## src/rtl/pipeline_hazard_ctrl_if.sv

```systemverilog
// Hazard-control bundle between the pipeline datapath and the hazard sequencer.
// The slave side is the sequencer; the master side is the datapath.
interface pipeline_hazard_ctrl_if #(
    parameter int CNT_W = 32
);
    logic             ihit;
    logic             dhit;
    logic             mem_dren;
    logic             mem_dwen;
    logic             mem_redirect;
    logic             mem_halt;
    logic             ex_memread;
    logic [4:0]       ex_rt;
    logic [4:0]       id_rs;
    logic [4:0]       id_rt;
    logic             pc_en;
    logic             if_id_en;
    logic             if_id_flush;
    logic             id_ex_en;
    logic             id_ex_flush;
    logic             ex_mem_en;
    logic             ex_mem_flush;
    logic             mem_wb_en;
    logic             halt;
    logic             mem_timeout;
    logic [CNT_W-1:0] stall_cycles;

    modport slave (
        input  ihit, dhit, mem_dren, mem_dwen, mem_redirect, mem_halt,
               ex_memread, ex_rt, id_rs, id_rt,
        output pc_en, if_id_en, if_id_flush, id_ex_en, id_ex_flush,
               ex_mem_en, ex_mem_flush, mem_wb_en, halt, mem_timeout, stall_cycles
    );

    modport master (
        output ihit, dhit, mem_dren, mem_dwen, mem_redirect, mem_halt,
               ex_memread, ex_rt, id_rs, id_rt,
        input  pc_en, if_id_en, if_id_flush, id_ex_en, id_ex_flush,
               ex_mem_en, ex_mem_flush, mem_wb_en, halt, mem_timeout, stall_cycles
    );
endinterface

```

## src/rtl/pipeline_hazard_ctrl.sv

```systemverilog
// Pipeline hazard sequencer: turns memory handshakes, load-use, redirect and halt into
// per-latch enable/flush strobes, with data-wait timeout and stall-cycle counters.
module pipeline_hazard_ctrl #(
    parameter int CNT_W   = 32,
    parameter int TIMEOUT = 1024
) (
    input  logic                   CLK,
    input  logic                   nRST,
    pipeline_hazard_ctrl_if.slave  hz
);
    typedef enum logic [1:0] {
        RUN    = 2'd0,
        DWAIT  = 2'd1,
        HALTED = 2'd2
    } state_e;

    localparam int               WAIT_W    = (TIMEOUT < 2) ? 1 : $clog2(TIMEOUT + 1);
    localparam logic [WAIT_W-1:0] TIMEOUT_C = WAIT_W'(TIMEOUT);

    state_e            state_q, state_d;
    logic [WAIT_W-1:0] wait_cnt_q, wait_cnt_d;
    logic              halt_q, halt_d;
    logic              mem_timeout_q, mem_timeout_d;
    logic [CNT_W-1:0]  stall_q, stall_d;

    logic dwait_s, load_use_s;
    logic pc_en_s, if_id_en_s, if_id_flush_s, id_ex_en_s, id_ex_flush_s;
    logic ex_mem_en_s, ex_mem_flush_s, mem_wb_en_s;

    assign dwait_s    = (hz.mem_dren | hz.mem_dwen) & ~hz.dhit;
    assign load_use_s = hz.ex_memread & (hz.ex_rt != 5'd0) &
                        ((hz.ex_rt == hz.id_rs) | (hz.ex_rt == hz.id_rt));

    // Next state and strobe decode; a flushed latch never also sees its enable.
    always_comb begin
        state_d        = state_q;
        pc_en_s        = 1'b0;
        if_id_en_s     = 1'b0;
        if_id_flush_s  = 1'b0;
        id_ex_en_s     = 1'b0;
        id_ex_flush_s  = 1'b0;
        ex_mem_en_s    = 1'b0;
        ex_mem_flush_s = 1'b0;
        mem_wb_en_s    = 1'b0;
        case (state_q)
            HALTED: state_d = HALTED;
            RUN, DWAIT: begin
                if (dwait_s) begin
                    state_d = DWAIT;
                end else begin
                    state_d = hz.mem_halt ? HALTED : RUN;
                    if (hz.mem_redirect) begin
                        pc_en_s        = 1'b1;
                        if_id_flush_s  = 1'b1;
                        id_ex_flush_s  = 1'b1;
                        ex_mem_flush_s = 1'b1;
                        mem_wb_en_s    = 1'b1;
                    end else if (load_use_s) begin
                        id_ex_flush_s  = 1'b1;
                        ex_mem_en_s    = 1'b1;
                        mem_wb_en_s    = 1'b1;
                    end else if (!hz.ihit) begin
                        if_id_flush_s  = 1'b1;
                        id_ex_en_s     = 1'b1;
                        ex_mem_en_s    = 1'b1;
                        mem_wb_en_s    = 1'b1;
                    end else begin
                        pc_en_s        = 1'b1;
                        if_id_en_s     = 1'b1;
                        id_ex_en_s     = 1'b1;
                        ex_mem_en_s    = 1'b1;
                        mem_wb_en_s    = 1'b1;
                    end
                end
            end
            default: state_d = RUN;
        endcase
    end

    // Wait/timeout and stall counters; the wait count only runs while DWAIT keeps waiting.
    always_comb begin
        wait_cnt_d    = '0;
        halt_d        = halt_q | (state_d == HALTED);
        stall_d       = stall_q;
        if ((state_q == DWAIT) && dwait_s) begin
            if (wait_cnt_q != TIMEOUT_C) begin
                wait_cnt_d = wait_cnt_q + WAIT_W'(1);
            end else begin
                wait_cnt_d = wait_cnt_q;
            end
        end else begin
            wait_cnt_d = '0;
        end
        mem_timeout_d = mem_timeout_q | ((TIMEOUT != 0) && (wait_cnt_d == TIMEOUT_C));
        if (!pc_en_s && (state_q != HALTED) && (stall_q != {CNT_W{1'b1}})) begin
            stall_d = stall_q + CNT_W'(1);
        end else begin
            stall_d = stall_q;
        end
    end

    // State and counter registers.
    always_ff @(posedge CLK or negedge nRST) begin
        if (!nRST) begin
            state_q       <= RUN;
            wait_cnt_q    <= '0;
            halt_q        <= 1'b0;
            mem_timeout_q <= 1'b0;
            stall_q       <= '0;
        end else begin
            state_q       <= state_d;
            wait_cnt_q    <= wait_cnt_d;
            halt_q        <= halt_d;
            mem_timeout_q <= mem_timeout_d;
            stall_q       <= stall_d;
        end
    end

    assign hz.pc_en        = pc_en_s;
    assign hz.if_id_en     = if_id_en_s;
    assign hz.if_id_flush  = if_id_flush_s;
    assign hz.id_ex_en     = id_ex_en_s;
    assign hz.id_ex_flush  = id_ex_flush_s;
    assign hz.ex_mem_en    = ex_mem_en_s;
    assign hz.ex_mem_flush = ex_mem_flush_s;
    assign hz.mem_wb_en    = mem_wb_en_s;
    assign hz.halt         = halt_q;
    assign hz.mem_timeout  = mem_timeout_q;
    assign hz.stall_cycles = stall_q;
endmodule

```

## src/flat_wrapper.sv

```systemverilog
// flat-port wrapper written by rule: the top's interface ports become plain ports
module pipeline_hazard_ctrl_flat 
#(
    parameter int CNT_W   = 32,
    parameter int TIMEOUT = 1024
)
  (CLK, nRST, hz_ihit, hz_dhit, hz_mem_dren, hz_mem_dwen, hz_mem_redirect, hz_mem_halt, hz_ex_memread, hz_ex_rt, hz_id_rs, hz_id_rt, hz_pc_en, hz_if_id_en, hz_if_id_flush, hz_id_ex_en, hz_id_ex_flush, hz_ex_mem_en, hz_ex_mem_flush, hz_mem_wb_en, hz_halt, hz_mem_timeout, hz_stall_cycles);
  pipeline_hazard_ctrl_if #(.CNT_W(CNT_W)) hz_i ();
  input  logic CLK;
  input  logic nRST;
  input wire logic [$bits(hz_i.ihit)-1:0] hz_ihit;
  input wire logic [$bits(hz_i.dhit)-1:0] hz_dhit;
  input wire logic [$bits(hz_i.mem_dren)-1:0] hz_mem_dren;
  input wire logic [$bits(hz_i.mem_dwen)-1:0] hz_mem_dwen;
  input wire logic [$bits(hz_i.mem_redirect)-1:0] hz_mem_redirect;
  input wire logic [$bits(hz_i.mem_halt)-1:0] hz_mem_halt;
  input wire logic [$bits(hz_i.ex_memread)-1:0] hz_ex_memread;
  input wire logic [$bits(hz_i.ex_rt)-1:0] hz_ex_rt;
  input wire logic [$bits(hz_i.id_rs)-1:0] hz_id_rs;
  input wire logic [$bits(hz_i.id_rt)-1:0] hz_id_rt;
  output wire logic [$bits(hz_i.pc_en)-1:0] hz_pc_en;
  output wire logic [$bits(hz_i.if_id_en)-1:0] hz_if_id_en;
  output wire logic [$bits(hz_i.if_id_flush)-1:0] hz_if_id_flush;
  output wire logic [$bits(hz_i.id_ex_en)-1:0] hz_id_ex_en;
  output wire logic [$bits(hz_i.id_ex_flush)-1:0] hz_id_ex_flush;
  output wire logic [$bits(hz_i.ex_mem_en)-1:0] hz_ex_mem_en;
  output wire logic [$bits(hz_i.ex_mem_flush)-1:0] hz_ex_mem_flush;
  output wire logic [$bits(hz_i.mem_wb_en)-1:0] hz_mem_wb_en;
  output wire logic [$bits(hz_i.halt)-1:0] hz_halt;
  output wire logic [$bits(hz_i.mem_timeout)-1:0] hz_mem_timeout;
  output wire logic [$bits(hz_i.stall_cycles)-1:0] hz_stall_cycles;
  assign hz_i.ihit = hz_ihit;
  assign hz_i.dhit = hz_dhit;
  assign hz_i.mem_dren = hz_mem_dren;
  assign hz_i.mem_dwen = hz_mem_dwen;
  assign hz_i.mem_redirect = hz_mem_redirect;
  assign hz_i.mem_halt = hz_mem_halt;
  assign hz_i.ex_memread = hz_ex_memread;
  assign hz_i.ex_rt = hz_ex_rt;
  assign hz_i.id_rs = hz_id_rs;
  assign hz_i.id_rt = hz_id_rt;
  assign hz_pc_en = hz_i.pc_en;
  assign hz_if_id_en = hz_i.if_id_en;
  assign hz_if_id_flush = hz_i.if_id_flush;
  assign hz_id_ex_en = hz_i.id_ex_en;
  assign hz_id_ex_flush = hz_i.id_ex_flush;
  assign hz_ex_mem_en = hz_i.ex_mem_en;
  assign hz_ex_mem_flush = hz_i.ex_mem_flush;
  assign hz_mem_wb_en = hz_i.mem_wb_en;
  assign hz_halt = hz_i.halt;
  assign hz_mem_timeout = hz_i.mem_timeout;
  assign hz_stall_cycles = hz_i.stall_cycles;
  pipeline_hazard_ctrl #(.CNT_W(CNT_W), .TIMEOUT(TIMEOUT)) u_core (.CLK(CLK), .nRST(nRST), .hz(hz_i));
endmodule
```

## config.mk

```make
export PLATFORM = sky130hd
export DESIGN_NAME = pipeline_hazard_ctrl_flat
export DESIGN_NICKNAME = d
export VERILOG_FILES = /design/src/rtl/pipeline_hazard_ctrl_if.sv /design/src/rtl/pipeline_hazard_ctrl.sv /design/src/flat_wrapper.sv
export SDC_FILE = /design/constraint.sdc
export NUM_CORES = 1
export LEC_CHECK = 0
export BUFFER_PORTS_ARGS = -buffer_cell sky130_fd_sc_hd__buf_2
export CAP_MARGIN = 30
export CORE_ASPECT_RATIO = 0.9
export CORE_MARGIN = 2
export CORE_UTILIZATION = 43
export CTS_CLUSTER_SIZE = 14
export DETAILED_ROUTE_END_ITERATION = 12
export PLACE_DENSITY = 0.77
export SETUP_SLACK_MARGIN = 0.05
export SLEW_MARGIN = 20
export SYNTH_ARGS = -nofsm -noshare
export SYNTH_HDL_FRONTEND = slang
export SYNTH_SLANG_ARGS = --single-unit
```

## constraint.sdc

```tcl
create_clock -name CLK -period 3.95 [get_ports CLK]
set_input_delay 0.395 -clock CLK [delete_from_list [all_inputs] [get_ports CLK]]
set_output_delay 0.395 -clock CLK [all_outputs]
set_load 0.03 [all_outputs]
```

## Word level (Yosys, flattened, before mapping)

Cells that the tools add are included.

| word-level totals | value |
|---|---|
| input bits | 24 |
| logic and storage cells | 65 |
| bits in registers | 47 |
| output and inout port bits | 42 |

| operators by class | value |
|---|---|
| mux-type cells | 34 |
| bitwise logic cells | 8 |
| eq/ne operators | 9 |
| reduce and logical (&&, ||, !) cells | 7 |
| add/sub/neg operators | 2 |

Operators by type and width:

| operator | number |
|---|---|
| 32-bit by 1-bit adder with 32-bit output (second input constant) | 1 |
| 32-bit != test (second input constant) | 1 |
| 1-bit two-way mux | 29 |
| 11-bit two-way mux | 2 |
| 11-bit by 1-bit adder with 11-bit output (second input constant) | 1 |
| 11-bit equality test (second input constant) | 1 |
| 11-bit != test (second input constant) | 1 |
| 5-bit equality test | 2 |
| 5-bit nonzero test | 1 |
| 2-bit equality test (second input constant) | 2 |
| 2-bit two-way mux | 2 |
| 1-bit bitwise OR | 4 |
| 2-bit one-hot mux with 2 select lines | 1 |
| 1-bit bitwise AND | 3 |
| 1-bit logical AND | 3 |
| 2-bit by 1-bit equality test with 1-bit output (second input constant) | 1 |
| 2-bit logical NOT | 1 |
| 2-bit != test (second input constant) | 1 |
| 2-bit OR reduction | 1 |
| 1-bit logical NOT | 1 |
| 1-bit NOT | 1 |

## Longest topological paths before layout

| depth | value |
|---|---|
| depth in word-level cells | 10 |
| mapped depth | 9 |
| gate-level depth less buffers | 8 |

## Least setup slack after synthesis

No wires, ideal clock.

| timing | value |
|---|---|
| path kind | input-to-output |
| start point | input hz_mem_dwen |
| end point | output hz_if_id_en |
| setup slack | 1301 ps |
| required time | 3555 ps |
| data arrival time | 2254 ps |
| stages on the path | 4 |
| buffers on the path | 0 |
| cell sequence | o21ba_2 > nor3_1 > nor2b_1 > and2_1 |

| on the way | value |
|---|---|
| cells in the longest elaborated chain, start to end | 4 |

Ends and longest elaborated chain:

| element | RTL line | source |
|---|---|---|
| start, declared | flat_wrapper.sv:14 | `input wire logic [$bits(hz_i.mem_dwen)-1:0] hz_mem_dwen;` |
| 1-bit bitwise OR | pipeline_hazard_ctrl.sv:30 | `assign dwait_s = (hz.mem_dren \| hz.mem_dwen) & ~hz.dhit;` |
| 1-bit bitwise AND | pipeline_hazard_ctrl.sv:30 |  |
| 1-bit two-way mux | pipeline_hazard_ctrl.sv:48 | `if (dwait_s) begin` |
| 1-bit two-way mux | pipeline_hazard_ctrl.sv:45 | `case (state_q)` |
| end, declared | flat_wrapper.sv:22 | `output wire logic [$bits(hz_i.if_id_en)-1:0] hz_if_id_en;` |

Every way passes these cells.

## Final worst setup path

| timing | value |
|---|---|
| start point | input hz_ex_rt[3] |
| end point | output hz_pc_en |

| on the way | value |
|---|---|
| cells in the longest elaborated chain, start to end | 7 |
| elaborated cells between the ends (all ways) | 10 |
| those cells by class | 2 x eq/ne; 4 x mux; 3 x bitwise; 1 x reduce/logical |

Ends and longest elaborated chain:

| element | RTL line | source |
|---|---|---|
| start, declared | flat_wrapper.sv:18 | `input wire logic [$bits(hz_i.ex_rt)-1:0] hz_ex_rt;` |
| 5-bit equality test or 5-bit nonzero test (tied branches) | pipeline_hazard_ctrl.sv:32, pipeline_hazard_ctrl.sv:31 |  |
| 1-bit bitwise OR or 1-bit bitwise AND (tied branches) | pipeline_hazard_ctrl.sv:32, pipeline_hazard_ctrl.sv:31 |  |
| 1-bit bitwise AND * | pipeline_hazard_ctrl.sv:31 | `assign load_use_s = hz.ex_memread & (hz.ex_rt != 5'd0) &` |
| 1-bit two-way mux * | pipeline_hazard_ctrl.sv:58 | `end else if (load_use_s) begin` |
| 1-bit two-way mux * | pipeline_hazard_ctrl.sv:52 | `if (hz.mem_redirect) begin` |
| 1-bit two-way mux * | pipeline_hazard_ctrl.sv:48 |  |
| 1-bit two-way mux * | pipeline_hazard_ctrl.sv:45 |  |
| end, declared | flat_wrapper.sv:21 | `output wire logic [$bits(hz_i.pc_en)-1:0] hz_pc_en;` |

Every way passes the cells marked *; elsewhere a longest branch is shown, timed or not.

==> key figures <==
Clocking
  – Number of buffers between clock root and the deepest sink: 2
  – Hold-fix buffers at CTS: 0
  – Post CTS Setup Buffer Count: 0
  – Number of clock buffers inserted by TritonCTS: 5
  – # H-tree levels: 2
  – Cell chosen for the clock root: clkbuf_8
  – Sink Count: 47
  – CTS tree: built
  – Number of gates resized after CTS: 0
  – Clock latency reported for the late side of the worst-skew pair: about 290 ps
  – Post-CTS clock slew at the launch and capture registers of the worst setup and hold paths: roughly 80 ps

Synthesis
  – Syn avg cell area: 9.80 um2
  – Top cells by area, synth: dfrtp_1, xor2_1, xnor2_1
  – Number of synthesized register bits: 47
  – Post-Synthesis Net Count: 307
  – Ys Warns: 0
  – Prevailing post-synth register cell: dfrtp_1
  – Area share of the largest cell type after synthesis: between 40 and 50%
  – Netlist cell types: 47
  – Fraction of registers with async set or reset after synthesis: 100%
  – Biggest area consumer among synthesized cells: dfrtp_1
  – Number of cells produced by synthesis: 280
  – Number of enable-type register cells in the synthesized netlist: 0
  – Portion of the post-synthesis area used by sequential elements: a little over two fifths
  – Netlist area before placement: around 2700 um2

GRT
  – Total global routing track utilization: ~18%
  – Maximum number of pins on one net before global-route repair: 25
  – Via count of the first global-routing pass: around 2100
  – Antenna violations before repair: 0
  – Wire length of the first global-routing pass: between 9 and 10 mm
  – Global route overflow: 0

Critical path
  – Crit path launch type: primary input
  – Startpoint-to-endpoint class of the critical path: in2out
  – Arr. time, crit path: ~2400 ps
  – Endpoint required time on the critical path: roughly 3600 ps
  – End of the worst register-to-register path: u_core.hz.stall_cycles[9]$_DFFE_PN0P_
  – Largest fanout of any net on the critical path: 22
  – Count of cells along the worst register-to-register path: 6
  – Critical register-to-register path startpoint: u_core.hz.stall_cycles[4]$_DFFE_PN0P_
  – Beginning of the critical path: hz_ex_rt[3]
  – Crit end category: output pin
  – Slack of the worst reg-to-reg path: roughly 1600 ps

Floorplan
  – Die area: 7040 um2
  – Initial core utilization: between 40% and 50%
  – Placeable core region: 6150 um2
  – Die X-Extent: between 80 and 90 um
  – Die Y-Extent: 79.8 um
  – Total number of placement rows: 27
  – Num ports: 66

STA
  – Slew of the pin with the lowest slew margin: 850 ps
  – Count of pins over their slew limit: 0
  – Final count of hold timing violations: 0
  – Least setup slack across all paths after layout: approximately 1100 ps
  – Rel. slew slack: a little over two fifths
  – Final Setup Violations: 0
  – Fin crit share: 70.9%
  – Min Tclk post-route: roughly 2800 ps
  – Clock Skews: roughly 4 ps
  – Hold WS: roughly 98 ps
  – Achievable Freq: between 300 and 400 MHz
  – Setup Total Neg Slack: 0 ps
  – RSZ-0062 raised after global routing: no

Pwr
  – Total power after layout: approximately 1.5 mW
  – Leakage power figure: approximately 1.4 nW
  – Net switching fraction of the power: a little over two fifths
  – Clock power share: approximately 18%
  – Combinational group share of total power: 38.4%
  – Sequential fraction of design power: a little over two fifths
  – Power spent charging and discharging nets: 0.639 mW
  – Pint: between 0.8 and 0.9 mW
  – Worst VDD drop: around 0.43 mV
  – PD cells: 463 nW/um2

Placement
  – Placement-stage cell area: about 3200 um2
  – Number of placed instances, taps included: 423
  – Detailed placement HPWL: 4.51 mm
  – Number of I/O port buffers: 65
  – Setup slack after placement: 935 ps
  – Final weighted congestion of routability-driven global placement: 0.826

Finish
  – Area added between synthesis and finish: 17.9%
  – Count of inserted antenna diode cells: 0
  – Most common library cell in the layout ignoring fill and taps: buf_2
  – Final nets: 370
  – Final Cell Area: 3240 um2
  – Final core utilization: between 50% and 60%
  – Commonest cells after routing, fill and taps aside: buf_2, dfrtp_1, xor2_1
  – Share of cells above drive strength 1: between 20% and 30%
  – Final cell count without fillers: around 430

Routing
  – Drc violations: 0
  – Final Routed Wirelength: 6.04 mm
  – Number of detailed-routing iterations run before antenna repair: 4
  – Antenna Nets Post-Route: 0
  – Number of vias in the routed layout: ~2300
  – Number of DRC markers in iteration 0: 175
  – Average wire per cell in the routed design: about 14 um
  – Vias per cell: approximately 5.3

Worst hold path
  – Classification of the worst-slack hold path: in2async

Job
  – Number of max-capacitance violations reported: 0

Status
  – Outcome: finished, final reports clean
[synth_stat cells, drive strengths merged (2+ instances only)]
library cell   n
or4            4
buf            4
xnor2         17
nand2b         4
o21a           3
nand3         24
nand4b         3
nand2         19
and4           5
nor2          32
nand4         15
nor3          17
clkbuf         6
ha             3
nor3b          2
inv            7
and3           7
nor4           6
nor4b          4
xor2          35
dfrtp         47
[worst max-delay path: stages]
cell,delay [ps]
buf_2,120
xor2_1,150
nor3_1,200
a22oi_1,150
o31ai_2,700
inv_2,400
buf_2,300
[layer usage]
layer	GRT usage, %	part of all wire, %	vias to the layer above
met2	27.4	45	66
met3	2.69	4.8	5
met4	5.45	0.88	0
met5	0	0	-
met1	25.7	49	1095
li1	-	-	1110
[cell families (layout without fill, tap and decap cells)]
group,after synthesis,after routing,synth area share [%]
and+or+nand+nor,146,146,31.3
DFF,47,47,42.8
xor gates and xnor gates,52,52,17.1
buffers and inverters,17,81,2.83
muxes,2,2,0.775
adders and majority gates,3,3,1.37
AOI/OAI and AO/OA,13,13,3.74
[worst max path at each step]
stage	to	slack [ps]
after global routing	hz_pc_en	910
after global placement	u_core.hz.stall_cycles[12]$_DFFE_PN0P_	1030
after floorplan	hz_if_id_en	1300
after detailed placement	u_core.hz.stall_cycles[12]$_DFFE_PN0P_	940
final	hz_pc_en	1150
after CTS	hz_pc_en	1120
[flip-flops by register name (all words and copies together), names as in the netlist]
| register | flops |
|---|---|
| u_core.hz.mem_timeout | 1 |
| u_core.wait_cnt_q | 11 |
| u_core.hz.stall_cycles | 32 |
| u_core.state_q | 2 |
| u_core.hz.halt | 1 |
[layout make-up]
class | count | area [um2]
clock buffers | 7 | 76.3
clock inverters | 1 | 5.00
fillers | 588 | 2910
inverters | 7 | 26.3
multi-input cells | 216 | 1490
flip-flops and latches | 47 | 1180
well taps | 87 | 109
repair buffers | 66 | 353
[power groups by stage]
stage          clock network [mW]  registers, mW  logic, mW
2_1_floorplan                   0          0.769      0.300
3_3_place_gp                    0          0.651      0.568
3_5_place_dp                    0          0.654      0.578
4_1_cts                     0.287          0.646      0.580
5_1_grt                     0.303          0.661      0.624
6_report                    0.274          0.647      0.576
Power figures use the tool's default switching activity.
